[config.mk]
export PLATFORM = sky130hd
export DESIGN_NAME = scan_mux_tree
export DESIGN_NICKNAME = d
export VERILOG_FILES = /design/src/rtl/scan_mux_pkg.sv /design/src/rtl/scan_mux_tree_mux4_stage.sv /design/src/rtl/scan_mux_tree.sv
export SDC_FILE = /design/constraint.sdc
export NUM_CORES = 1
export LEC_CHECK = 0
export BUFFER_PORTS_ARGS = -buffer_cell sky130_fd_sc_hd__buf_2
export CORE_ASPECT_RATIO = 1.1
export CORE_UTILIZATION = 52
export CTS_CLUSTER_SIZE = 10
export DETAILED_ROUTE_END_ITERATION = 8
export PLACE_DENSITY = 0.86
export SLEW_MARGIN = 5
export SYNTH_ARGS = -nofsm -noshare
export SYNTH_HDL_FRONTEND = slang
export SYNTH_HIERARCHICAL = 1
export SYNTH_SLANG_ARGS = --single-unit
export TNS_END_PERCENT = 20
[constraint.sdc]
create_clock -name clk -period 4.45 [get_ports clk]
set_input_delay 0.445 -clock clk [delete_from_list [all_inputs] [get_ports clk]]
set_output_delay 0.445 -clock clk [all_outputs]
set_load 0.1 [all_outputs]
[src/rtl/scan_mux_pkg.sv]
// scan_mux_pkg: mode encodings and tree-depth helper shared by scan_mux_tree
package scan_mux_pkg;
  typedef enum logic {MODE_MANUAL = 1'b0, MODE_SCAN = 1'b1} mode_e;
  function automatic int levels_f(input int n_ch);
    return ($clog2(n_ch) + 1) / 2;
  endfunction
endpackage

[src/rtl/scan_mux_tree_mux4_stage.sv]
// mux4_stage: registered 4:1 tree node; i_in0..i_in3 data, i_sel picks one, i_valid/i_psel ride alongside to o_valid/o_psel
module mux4_stage #(
  parameter int DATA_W = 8,
  parameter int SEL_W  = 3
) (
  input  logic              clk,
  input  logic              rst_n,
  input  logic [DATA_W-1:0] i_in0,
  input  logic [DATA_W-1:0] i_in1,
  input  logic [DATA_W-1:0] i_in2,
  input  logic [DATA_W-1:0] i_in3,
  input  logic [1:0]        i_sel,
  input  logic              i_valid,
  input  logic [SEL_W-1:0]  i_psel,
  output logic [DATA_W-1:0] o_data,
  output logic              o_valid,
  output logic [SEL_W-1:0]  o_psel
);
  logic [DATA_W-1:0] w_mux;
  logic [DATA_W-1:0] r_data;
  logic              r_valid;
  logic [SEL_W-1:0]  r_psel;
  assign w_mux = i_sel[1] ? (i_sel[0] ? i_in3 : i_in2) : (i_sel[0] ? i_in1 : i_in0);
  always_ff @(posedge clk or negedge rst_n)
    if (!rst_n) begin
      r_data  <= '0;
      r_valid <= 1'b0;
      r_psel  <= '0;
    end else begin
      r_data  <= w_mux;
      r_valid <= i_valid;
      r_psel  <= i_psel;
    end
  assign o_data  = r_data;
  assign o_valid = r_valid;
  assign o_psel  = r_psel;
endmodule

[src/rtl/scan_mux_tree.sv]
// scan_mux_tree: pipelined N_CH:1 mux tree of registered 4:1 stages with manual select or auto-scan
//   in_data/in_valid: channels (ch c at [c*DATA_W +: DATA_W]) and qualifier
//   sel/mode/dwell:   manual select, 0=manual 1=scan, scan cycles per channel minus 1
//   out_data/out_sel/out_valid: selected channel, its index and valid, LEVELS cycles later
//   out_par: even parity of out_data, present only when SCAN_MUX_PARITY_EN is defined
module scan_mux_tree
  import scan_mux_pkg::*;
#(
  parameter int N_CH    = 8,
  parameter int DATA_W  = 8,
  parameter int DWELL_W = 8,
  localparam int SEL_W  = $clog2(N_CH),
  localparam int LEVELS = levels_f(N_CH)
) (
  input  logic                   clk,
  input  logic                   rst_n,
  input  logic [N_CH*DATA_W-1:0] in_data,
  input  logic                   in_valid,
  input  logic [SEL_W-1:0]       sel,
  input  logic                   mode,
  input  logic [DWELL_W-1:0]     dwell,
  output logic [DATA_W-1:0]      out_data,
  output logic [SEL_W-1:0]       out_sel,
  output logic                   out_valid
`ifdef SCAN_MUX_PARITY_EN
  , output logic                 out_par
`endif
);
  logic [SEL_W-1:0]   r_scan_ch;
  logic [DWELL_W-1:0] r_dwell_cnt;
  logic [SEL_W-1:0]   w_eff_sel;
  // Counter is parked at 0 in manual mode so a switch into scan always starts at channel 0;
  // >= lets a lowered dwell take effect on the next cycle.
  always_ff @(posedge clk or negedge rst_n)
    if (!rst_n) begin
      r_scan_ch   <= '0;
      r_dwell_cnt <= '0;
    end else if (mode != MODE_SCAN) begin
      r_scan_ch   <= '0;
      r_dwell_cnt <= '0;
    end else if (r_dwell_cnt >= dwell) begin
      r_scan_ch   <= r_scan_ch + SEL_W'(1);
      r_dwell_cnt <= '0;
    end else begin
      r_dwell_cnt <= r_dwell_cnt + DWELL_W'(1);
    end
  assign w_eff_sel = (mode == MODE_SCAN) ? r_scan_ch : sel;
  for (genvar k = 0; k < LEVELS; k++) begin : g_lvl
    localparam int INS   = N_CH >> (2 * k);
    localparam int NODES = (INS + 3) / 4;
    logic [NODES*4*DATA_W-1:0] w_in;
    logic                      w_vin;
    logic [SEL_W-1:0]          w_sin;
    logic [1:0]                w_s2;
    logic [NODES*DATA_W-1:0]   w_out;
    logic [NODES-1:0]          w_vout;
    logic [NODES*SEL_W-1:0]    w_sout;
    if (k == 0) begin : g_src
      assign w_in  = (NODES*4*DATA_W)'(in_data);
      assign w_vin = in_valid;
      assign w_sin = w_eff_sel;
    end else begin : g_src
      localparam int PN = ((N_CH >> (2 * (k - 1))) + 3) / 4;
      // Every node of a level carries the same valid/select copy, so OR-merging them is exact.
      assign w_in  = (NODES*4*DATA_W)'(g_lvl[k-1].w_out);
      assign w_vin = |g_lvl[k-1].w_vout;
      always_comb begin
        w_sin = '0;
        for (int i = 0; i < PN; i++) w_sin = w_sin | g_lvl[k-1].w_sout[i*SEL_W +: SEL_W];
      end
    end
    // An odd select width leaves a 2-input top level driven by a single select bit.
    if (2 * k + 1 < SEL_W) begin : g_s2
      assign w_s2 = w_sin[2*k+1:2*k];
    end else begin : g_s2
      assign w_s2 = {1'b0, w_sin[2*k]};
    end
    for (genvar n = 0; n < NODES; n++) begin : g_node
      mux4_stage #(.DATA_W(DATA_W), .SEL_W(SEL_W)) u_mux (
        .clk     (clk),
        .rst_n   (rst_n),
        .i_in0   (w_in[(4*n+0)*DATA_W +: DATA_W]),
        .i_in1   (w_in[(4*n+1)*DATA_W +: DATA_W]),
        .i_in2   (w_in[(4*n+2)*DATA_W +: DATA_W]),
        .i_in3   (w_in[(4*n+3)*DATA_W +: DATA_W]),
        .i_sel   (w_s2),
        .i_valid (w_vin),
        .i_psel  (w_sin),
        .o_data  (w_out[n*DATA_W +: DATA_W]),
        .o_valid (w_vout[n]),
        .o_psel  (w_sout[n*SEL_W +: SEL_W])
      );
    end
  end
  assign out_data  = g_lvl[LEVELS-1].w_out;
  assign out_sel   = g_lvl[LEVELS-1].w_sout;
  assign out_valid = g_lvl[LEVELS-1].w_vout[0];
`ifdef SCAN_MUX_PARITY_EN
  logic [DATA_W-1:0] w_par_in;
  logic              r_par;
  // Parity taken from the last stage's mux input so it lands in the same cycle as out_data.
  assign w_par_in = g_lvl[LEVELS-1].w_in[g_lvl[LEVELS-1].w_s2*DATA_W +: DATA_W];
  always_ff @(posedge clk or negedge rst_n)
    if (!rst_n) r_par <= 1'b0;
    else r_par <= ^w_par_in;
  assign out_par = r_par;
`endif
endmodule

==> results.json, run 1 <==
{
  "grt_max_degree": 48,
  "initial_utilization_pct": 54.0,
  "arrival_ps": 1910,
  "insertion_delay_ps": 290,
  "syn-instance-count": 156,
  "rows": 25,
  "root_buffer": "clkbuf_8",
  "cts_resized": 0,
  "hpwl_um": 3410,
  "die_y_um": 72.0,
  "crit_type": "register to register",
  "synthesis.area_mm2": 0.00231,
  "drtIter0Drc": 63,
  "timing.final.crit_share_pct": 39.3,
  "portBuffers": 90,
  "drv_cap": 0,
  "rsz0062_at_grt": "no",
  "drc_errors": 0,
  "grt_overflow_total": 0,
  "dieArea_mm2": 0.00472,
  "utilization_pct": 68.0,
  "clk_pin_slew_worst_paths_ps": 80,
  "drive_above_1_share_pct": 49.2,
  "maxUsedRoutingLayer": "met4",
  "ir_drop_mv": 0.189,
  "synth-edff-count": 0,
  "clock-sinks": 47,
  "ys_seq_area_share_pct": 50.8,
  "synth_area_leader_cell": "dfrtp_1",
  "ios": 91,
  "cts_made_buffers": 5,
  "synthArstFlopShare_pct": 100,
  "postCtsHoldBufs": 0,
  "avgSynthCellArea_um2": 14.8,
  "h-tree-depth": 2,
  "fin_setup_tns_ps": 0,
  "ys_top_cells_by_area": "dfrtp_1 (51%), mux4_2 (23%), ha_1 (5.4%)",
  "synth_top_area_share_pct": 50.8,
  "drt-total-wl_um": 4320,
  "wl_per_cell_um": 13.7,
  "wl_met2_um": 2340,
  "track_usage_pct": 21.1,
  "grt_pass1_vias": 1676,
  "yosysWarnings": 6,
  "post-cts-setup-buffers": 0,
  "worstPathMaxFanout": 18,
  "vias_per_cell": 5.21,
  "worst_pin_slew_ps": 1000,
  "finClkSkew_ps": 6.62,
  "ant_nets": 0,
  "period_needed_ps": 1750,
  "synth.distinct_cells": 34,
  "core_area_mm2": 0.00429,
  "vias": 1647,
  "met3_length_um": 236,
  "status": "finished clean",
  "pwr_density_cell_mw_per_mm2": 368,
  "drv_slew": 0,
  "antenna_found_initial": 0,
  "synth.most_common_cell": "dfrtp_1",
  "fmax_mhz": 571,
  "area_delta_synth_final_pct": 25.9,
  "final_nets": 350,
  "fill_cells": 313,
  "worstSetupStartpointType": "register",
  "fp.dieW_um": 65.6,
  "cts_tree": "built",
  "min_path_type": "primary input to register",
  "grt_pass1_wl_um": 7310,
  "p_leak_uw": 0.00142,
  "clockBufferDepth": 2,
  "ys.flop_type": "dfrtp_1",
  "cp-end-kind": "register",
  "hold_violations": 0,
  "diodes": 0,
  "wirelength_met1_um": 1660,
  "finalSetupViolations": 0,
  "crit_required_ps": 4610,
  "place_congestion": 0.745,
  "dr.pass1.iters": 4,
  "ys_ff_latch": 47,
  "synth_common_cells": "dfrtp_1 (47), mux4_2 (24), ha_1 (10), inv_1 (10), nor2_1 (9)",
  "maxSlewHeadroom_pct": 33.2
}
[routing by layer]
| layer | GRT usage, % | up-vias |
|---|---|---|
| li1 | - | 775 |
| met1 | 26.3 | 795 |
| met2 | 35.6 | 68 |
| met3 | 4.87 | 9 |
| met4 | 8.21 | 0 |
| met5 | 0 | - |
[worst max-delay path, stage by stage (launching register included)]
cell and delay (ps):
dfrtp_1 460, mux2_2 580, mux4_2 580
[through the flow]
| step | setup WS, ps | power, uW | area [um2] | hold WS, ps | instances |
|---|---|---|---|---|---|
| floorplan | 2630 | 765 | 2370 | 149 | 172 |
| global placement | 2490 | 831 | 2830 | 412 | 308 |
| detailed placement | 2450 | 841 | 2830 | 418 | 308 |
| CTS | 2680 | 1080 | 2910 | 264 | 316 |
| global route | 2580 | 1130 | 2910 | 257 | 316 |
| finish | 2700 | 1070 | 2910 | 274 | 316 |
[sequential cells by signal, summed over array words and instances, names as in the netlist]
name and count:
g_lvl.g_node.u_mux/o_data 24, g_lvl.g_node.u_mux/o_psel 9, r_dwell_cnt 8, g_lvl.g_node.u_mux/o_valid 3, r_scan_ch 3
[area by class of cell]
cell class                      instances  area (um2)  share of cell area (%)
Clock inverter                          2        12.5                   0.429
Inverter                               10        37.5                    1.29
Tap cell                               54        67.6                    2.32
Multi-Input combinational cell        107        1100                    37.7
Sequential cell                        47        1180                    40.4
Clock buffer                            6        72.6                    2.49
Timing Repair Buffer                   90         450                    15.5
[cells by family (layout without fill, tap and decap cells)]
kind of cell    Yosys count  after routing  synth area share (%)
buf+inv                  18            108                  4.38
compound gates           13             13                  4.76
xor+xnor                  6              6                  2.27
fa+ha+maj                10             10                  5.41
other cells               1             17                 0.162
simple gates             35             35                  7.89
mux                      26             26                  24.3
flops                    47             47                  50.8
[cells in the final DEF, fill, tap and decap left out, types with 2 or more instances in the layout]
master,count
nor3_1,2
and3_1,3
nand4_1,3
clkbuf_8,5
xnor2_1,2
dfrtp_1,47
nor2_1,9
and2_1,3
inv_1,10
nand2_1,3
mux2_2,2
buf_2,90
mux4_2,24
ha_1,10
xor2_1,4
conb_1,17
or2_2,4
a32oi_1,2
nand3_1,5
[final timing paths]
check	start	cells past startpoint	end	slack, ps
worst max-delay path	r_scan_ch[0]	2	g_lvl[0].g_node[1].u_mux/o_data[2]	2700
min in group asynchronous	rst_n	1	g_lvl[0].g_node[0].u_mux/o_data[6]	310
worst min-delay path	in_valid	1	g_lvl[0].g_node[0].u_mux/o_valid	270
worst max register to register	r_scan_ch[0]	2	g_lvl[0].g_node[1].u_mux/o_data[2]	2700
worst min register to register	g_lvl[0].g_node[0].u_mux/o_valid	1	g_lvl[1].g_node[0].u_mux/o_valid	430
max in group asynchronous	rst_n	1	g_lvl[0].g_node[0].u_mux/o_data[2]	3510
[power by group]
part,switching (uW),total [uW],internal (uW)
logic,216,327,111
registers,21.6,502,481
clock network,133,242,110
No activity file was read; power rests on OpenSTA's default activity.
==> run 2: changes to the inputs <==
--- a/config.mk
+++ b/config.mk
@@ -7,10 +7,10 @@
 export LEC_CHECK = 0
 export BUFFER_PORTS_ARGS = -buffer_cell sky130_fd_sc_hd__buf_2
 export CORE_ASPECT_RATIO = 1.1
-export CORE_UTILIZATION = 52
+export CORE_UTILIZATION = 44
 export CTS_CLUSTER_SIZE = 10
 export DETAILED_ROUTE_END_ITERATION = 8
-export PLACE_DENSITY = 0.86
+export PLACE_DENSITY = 0.77
 export SLEW_MARGIN = 5
 export SYNTH_ARGS = -nofsm -noshare
 export SYNTH_HDL_FRONTEND = slang
==> constraint.sdc (replaced) <==
create_clock -name clk -period 1.4 [get_ports clk]
set_input_delay 0.14 -clock clk [delete_from_list [all_inputs] [get_ports clk]]
set_output_delay 0.14 -clock clk [all_outputs]
set_load 0.1 [all_outputs]
==> results.json, run 2 (synthesis gave the netlist of run 1 again) <==
{
  "status": "finished with violations",
  "violations": "negative setup slack",
  "grt_pass1_vias": 1877,
  "diodes": 0,
  "hold_path_depth": 2,
  "track_usage_pct": 20.3,
  "drtIter0Drc": 39,
  "pwr_density_cell_mw_per_mm2": 1180,
  "portBuffers": 90,
  "place_congestion": 0.823,
  "period_needed_ps": 1610,
  "cp-end-kind": "register",
  "grt_overflow_total": 0,
  "r2r_end": "r_scan_ch[0]",
  "slowest_delay_ps": 390,
  "rows": 27,
  "dpl_cell_area_mm2": 0.00299,
  "drt-total-wl_um": 5040,
  "worstReg2RegStart": "r_dwell_cnt[1]",
  "worstSetupStartpointType": "register",
  "crit_buf_inv": 1,
  "min_path_type": "primary input to register",
  "final_nets": 372,
  "drive_above_1_share_pct": 57.0,
  "antenna_found_initial": 0,
  "r2r_cells": 6,
  "grt_pass1_wl_um": 8420,
  "clk_pin_slew_worst_paths_ps": 80,
  "cts_made_buffers": 5,
  "fill_cells": 359,
  "final_cells": 342,
  "wl_per_cell_um": 14.7,
  "arrival_ps": 1790,
  "drc_errors": 0,
  "crit_family": "compound AO/OA/AOI/OAI gates",
  "hold_violations": 0,
  "timing.final.crit_share_pct": 115,
  "insertion_delay_ps": 290,
  "clock-sinks": 47,
  "finClkSkew_ps": 5.84,
  "vias": 1738,
  "dr.pass1.iters": 6,
  "ant_nets": 0,
  "hpwl_um": 4010,
  "grt_max_degree": 48,
  "stdcell_area_mm2": 0.00329,
  "hold_path_end": "g_lvl[0].g_node[1].u_mux/o_psel[2]",
  "final_cell_mix": "buf_2 (90), dfrtp_1 (47), mux4_2 (24)",
  "final_common_cell": "buf_2",
  "area_delta_synth_final_pct": 42.3,
  "post-place-ws_ps": -295,
  "vias_per_cell": 5.08,
  "h-tree-depth": 2,
  "core_area_mm2": 0.00503,
  "worstPathMaxFanout": 2,
  "utilization_pct": 65.4,
  "largest_reg_flops": 24,
  "power_uw": 3870,
  "ff2ff_setup_slack_ps": -210,
  "timing.final.ws_setup_ps": -206,
  "finalSetupViolations": 27,
  "drv_slew": 0,
  "crit_type": "register to register",
  "cts_tree": "built",
  "fmax_mhz": 623,
  "drv_cap": 0,
  "initial_utilization_pct": 46.0,
  "slowest_stage": "dfrtp_1",
  "rsz0062_at_grt": "yes",
  "path_cells": "ha_1 > o211ai_1 > o21a_1 > buf_6 > nand4_1 > o311ai_1",
  "clockBufferDepth": 2,
  "root_buffer": "clkbuf_8",
  "ios": 91,
  "crit_required_ps": 1590,
  "fp.dieW_um": 71.2,
  "p_leak_uw": 0.00157,
  "die_y_um": 78.1,
  "place_inst": 326,
  "dieArea_mm2": 0.00556,
  "ir_drop_mv": 0.781,
  "min-delay-start": "sel[2]"
}
run 2: cell types whose count changed in the layout (fill, tap and decap cells not counted), sizes merged:
cell / previous run / this run
dlygate4sd3: 0 / 2
buf: 90 / 110
clkinvlp: 1 / 0
bufinv: 0 / 2
clkinv: 1 / 0
run 2: worst max path at each step:
stage | from | to | depth (start not counted)
after floorplan | r_dwell_cnt[5] | r_scan_ch[1] | 5
after global placement | r_dwell_cnt[3] | r_scan_ch[1] | 5
after detailed placement | r_dwell_cnt[3] | r_scan_ch[1] | 5
after CTS | r_dwell_cnt[1] | r_scan_ch[0] | 6
after global routing | r_dwell_cnt[1] | r_scan_ch[0] | 6
final | r_dwell_cnt[1] | r_scan_ch[0] | 6
run 2: repair_timing:
action | CTS | global route
gates resized for setup | 9 | 7
cloned | 0 | 0
setup endpoints to repair | 27 | 35
setup buffers | 4 | 2
pin swaps | 11 | 3
hold endpoints to repair | 49 | 0
hold buffers | 2 | 0
run 2: metrics by stage:
step / setup TNS, ps / hold WS, ps
after global routing: -4980 / 85.8
after floorplan: -483 / -156
after detailed placement: -3250 / 140
after global placement: -1950 / 136
final: -2390 / 91.9
after CTS: -2630 / 82.5
run 2: where the power goes:
group,total (uW),switching [uW],internal [uW]
Sequential,1590,57.6,1530
Combinational,1150,731,419
Clock,1140,423,713
Total,3870,1210,2660
run 2: routing by layer:
layer	up-vias	wire, um	global-route usage (%)
li1	818	-	-
met1	836	1900	23.3
met2	73	2820	37.0
met3	11	244	3.59
met4	0	74	8.40
met5	-	0	0
run 2: worst register-to-register path, stage by stage, from the launching register on:
cell and delay (ps):
dfrtp_1 390, ha_1 290, o211ai_1 260, o21a_1 260, buf_6 120, nand4_1 80
o311ai_1 90
run 2: area by class of cell:
| class | instances | area (um2) | area share (%) |
|---|---|---|---|
| Multi-Input combinational cell | 107 | 1230 | 37.5 |
| Sequential cell | 47 | 1180 | 35.7 |
| Timing Repair Buffer | 112 | 641 | 19.4 |
| Clock buffer | 6 | 72.6 | 2.20 |
| Tap cell | 58 | 72.6 | 2.20 |
| Clock inverter | 2 | 60.1 | 1.82 |
| Inverter | 10 | 37.5 | 1.14 |
==> run 3: changes to the inputs <==
--- a/config.mk
+++ b/config.mk
@@ -5,12 +5,13 @@
 export SDC_FILE = /design/constraint.sdc
 export NUM_CORES = 1
 export LEC_CHECK = 0
-export BUFFER_PORTS_ARGS = -buffer_cell sky130_fd_sc_hd__buf_2
 export CORE_ASPECT_RATIO = 1.1
-export CORE_UTILIZATION = 44
+export CORE_UTILIZATION = 55
 export CTS_CLUSTER_SIZE = 10
 export DETAILED_ROUTE_END_ITERATION = 8
-export PLACE_DENSITY = 0.77
+export DONT_BUFFER_PORTS = 1
+export HOLD_SLACK_MARGIN = 0.06
+export PLACE_DENSITY = 0.74
 export SLEW_MARGIN = 5
 export SYNTH_ARGS = -nofsm -noshare
 export SYNTH_HDL_FRONTEND = slang
==> results.json, run 3 (synthesis gave the netlist of run 1 again) <==
{
  "status": "finished with violations",
  "violations": "negative setup slack",
  "fmax_mhz": 630,
  "timing.final.ws_setup_ps": -188,
  "combPwrFrac_pct": 27.9,
  "vias": 1476,
  "die_y_um": 70.0,
  "arrival_ps": 1760,
  "power_switching_uw": 1180,
  "drv_cap": 0,
  "p_leak_uw": 0.00124,
  "clock-sinks": 47,
  "timing.final.crit_share_pct": 113,
  "post-place-ws_ps": -373,
  "min_path_type": "primary input to register",
  "path_cells": "ha_4 > o211ai_1 > o21a_2 > o211ai_4 > nor2_1",
  "core_area_mm2": 0.00399,
  "ios": 91,
  "clk_pin_slew_worst_paths_ps": 80,
  "finalSetupViolations": 27,
  "worstPathMaxFanout": 8,
  "worstSetupStartpointType": "register",
  "grt_pass1_vias": 1657,
  "clockBufferDepth": 2,
  "pwr_density_cell_mw_per_mm2": 1320,
  "grt_max_degree": 48,
  "portBuffers": 0,
  "seq_power_share_pct": 42.1,
  "hpwl_um": 3420,
  "dieArea_mm2": 0.00447,
  "drc_errors": 0,
  "crit_required_ps": 1570,
  "final_common_cell": "dfrtp_1",
  "power_report.internal_total_uw": 2610,
  "p_sw_share_pct": 31.1,
  "slowest_delay_ps": 440,
  "ant_nets": 0,
  "cp-end-kind": "register",
  "drt-total-wl_um": 4620,
  "slowest_stage": "dfrtp_1",
  "ir_drop_mv": 0.875,
  "area_delta_synth_final_pct": 24.1,
  "grt_pass1_wl_um": 7600,
  "track_usage_pct": 23.2,
  "root_buffer": "clkbuf_8",
  "insertion_delay_ps": 290,
  "period_needed_ps": 1590,
  "fp.dieW_um": 63.9,
  "h-tree-depth": 2,
  "diodes": 0,
  "pwr-share-clk_pct": 30.0,
  "dr.pass1.iters": 4,
  "wl_per_cell_um": 18.4,
  "drtIter0Drc": 47,
  "crit_family": "compound AO/OA/AOI/OAI gates",
  "final_nets": 287,
  "largest_reg_flops": 24,
  "drv_slew": 0,
  "min-delay-start": "in_data[6]",
  "vias_per_cell": 5.88,
  "rsz0062_at_grt": "yes",
  "final_cell_mix": "dfrtp_1 (47), mux4_2 (24), buf_4 (22)",
  "hold_violations": 0,
  "place_congestion": 0.877,
  "rows": 24,
  "initial_utilization_pct": 58.0,
  "crit_type": "register to register",
  "whs_ps": 79.2,
  "cts_tree": "built",
  "grt_overflow_total": 0,
  "cp-startpoint": "r_dwell_cnt[3]",
  "crit_buf_inv": 0,
  "cts_made_buffers": 5,
  "drive_above_1_share_pct": 38.2,
  "antenna_found_initial": 0,
  "worstReg2RegStart": "r_dwell_cnt[3]",
  "finClkSkew_ps": 4.83
}
[run 3: cell count changes in the layout (fill, tap and decap cells not counted), moves of 2 or more]
cell and delta:
buf_2 -90, buf_4 +5, buf_6 -2, dlygate4sd3_1 +2
[run 3: what timing repair did]
item | CTS | global route
buffers inserted | 1 | 0
endpoints found under the setup margin | 28 | 27
hold buffers | 5 | 0
pin swaps | 6 | 1
endpoints found under the hold margin | 62 | 0
gates resized for setup | 13 | 1
[run 3: worst paths after layout]
path                                                      end  slack, ps  cells after the start
min reg2reg                  g_lvl[1].g_node[0].u_mux/o_valid        440                      1
max reg2reg                                    r_dwell_cnt[5]       -190                      5
min                        g_lvl[0].g_node[0].u_mux/o_data[6]         80                      1
max                                            r_dwell_cnt[5]       -190                      5
max in group asynchronous  g_lvl[0].g_node[0].u_mux/o_data[7]        850                      2
min in group asynchronous                      r_dwell_cnt[7]        350                      2
[run 3: power groups by stage]
| stage | clock network [uW] | registers, uW | logic [uW] |
|---|---|---|---|
| 2_1_floorplan | 0 | 2050 | 388 |
| 3_3_place_gp | 0 | 1610 | 966 |
| 3_5_place_dp | 0 | 1620 | 982 |
| 4_1_cts | 1170 | 1590 | 1060 |
| 5_1_grt | 1220 | 1610 | 1110 |
| 6_report | 1140 | 1590 | 1060 |
[run 3: area by class of cell]
| cell class | instances | area [um2] |
|---|---|---|
| clock buffers | 6 | 72.6 |
| well taps | 52 | 65.1 |
| multi-input cells | 107 | 1230 |
| clock inverters | 2 | 60.1 |
| fillers | 260 | 1120 |
| flip-flops and latches | 47 | 1180 |
| inverters | 10 | 37.5 |
| repair buffers | 27 | 233 |
[run 3: per-stage QoR]
step / TNS [ps] / instances / utilization [%] / power, uW / instance area, um2
4_1_cts: -2440 / 251 / 71.9 / 3820 / 2870
3_5_place_dp: -3020 / 237 / 64.4 / 2600 / 2570
3_3_place_gp: -1560 / 237 / 64.4 / 2570 / 2570
2_1_floorplan: -483 / 172 / - / 2440 / 2410
5_1_grt: -3930 / 251 / 71.9 / 3940 / 2870
6_report: -2230 / 251 / 71.9 / 3790 / 2870
[run 3: metal layers]
layer | up-vias | part of all wire (%) | global-route usage (%)
li1 | 652 | - | -
met1 | 732 | 37 | 27.6
met2 | 79 | 53 | 39.5
met3 | 13 | 6.6 | 5.23
met4 | 0 | 2.6 | 11.4
met5 | - | 0 | 0
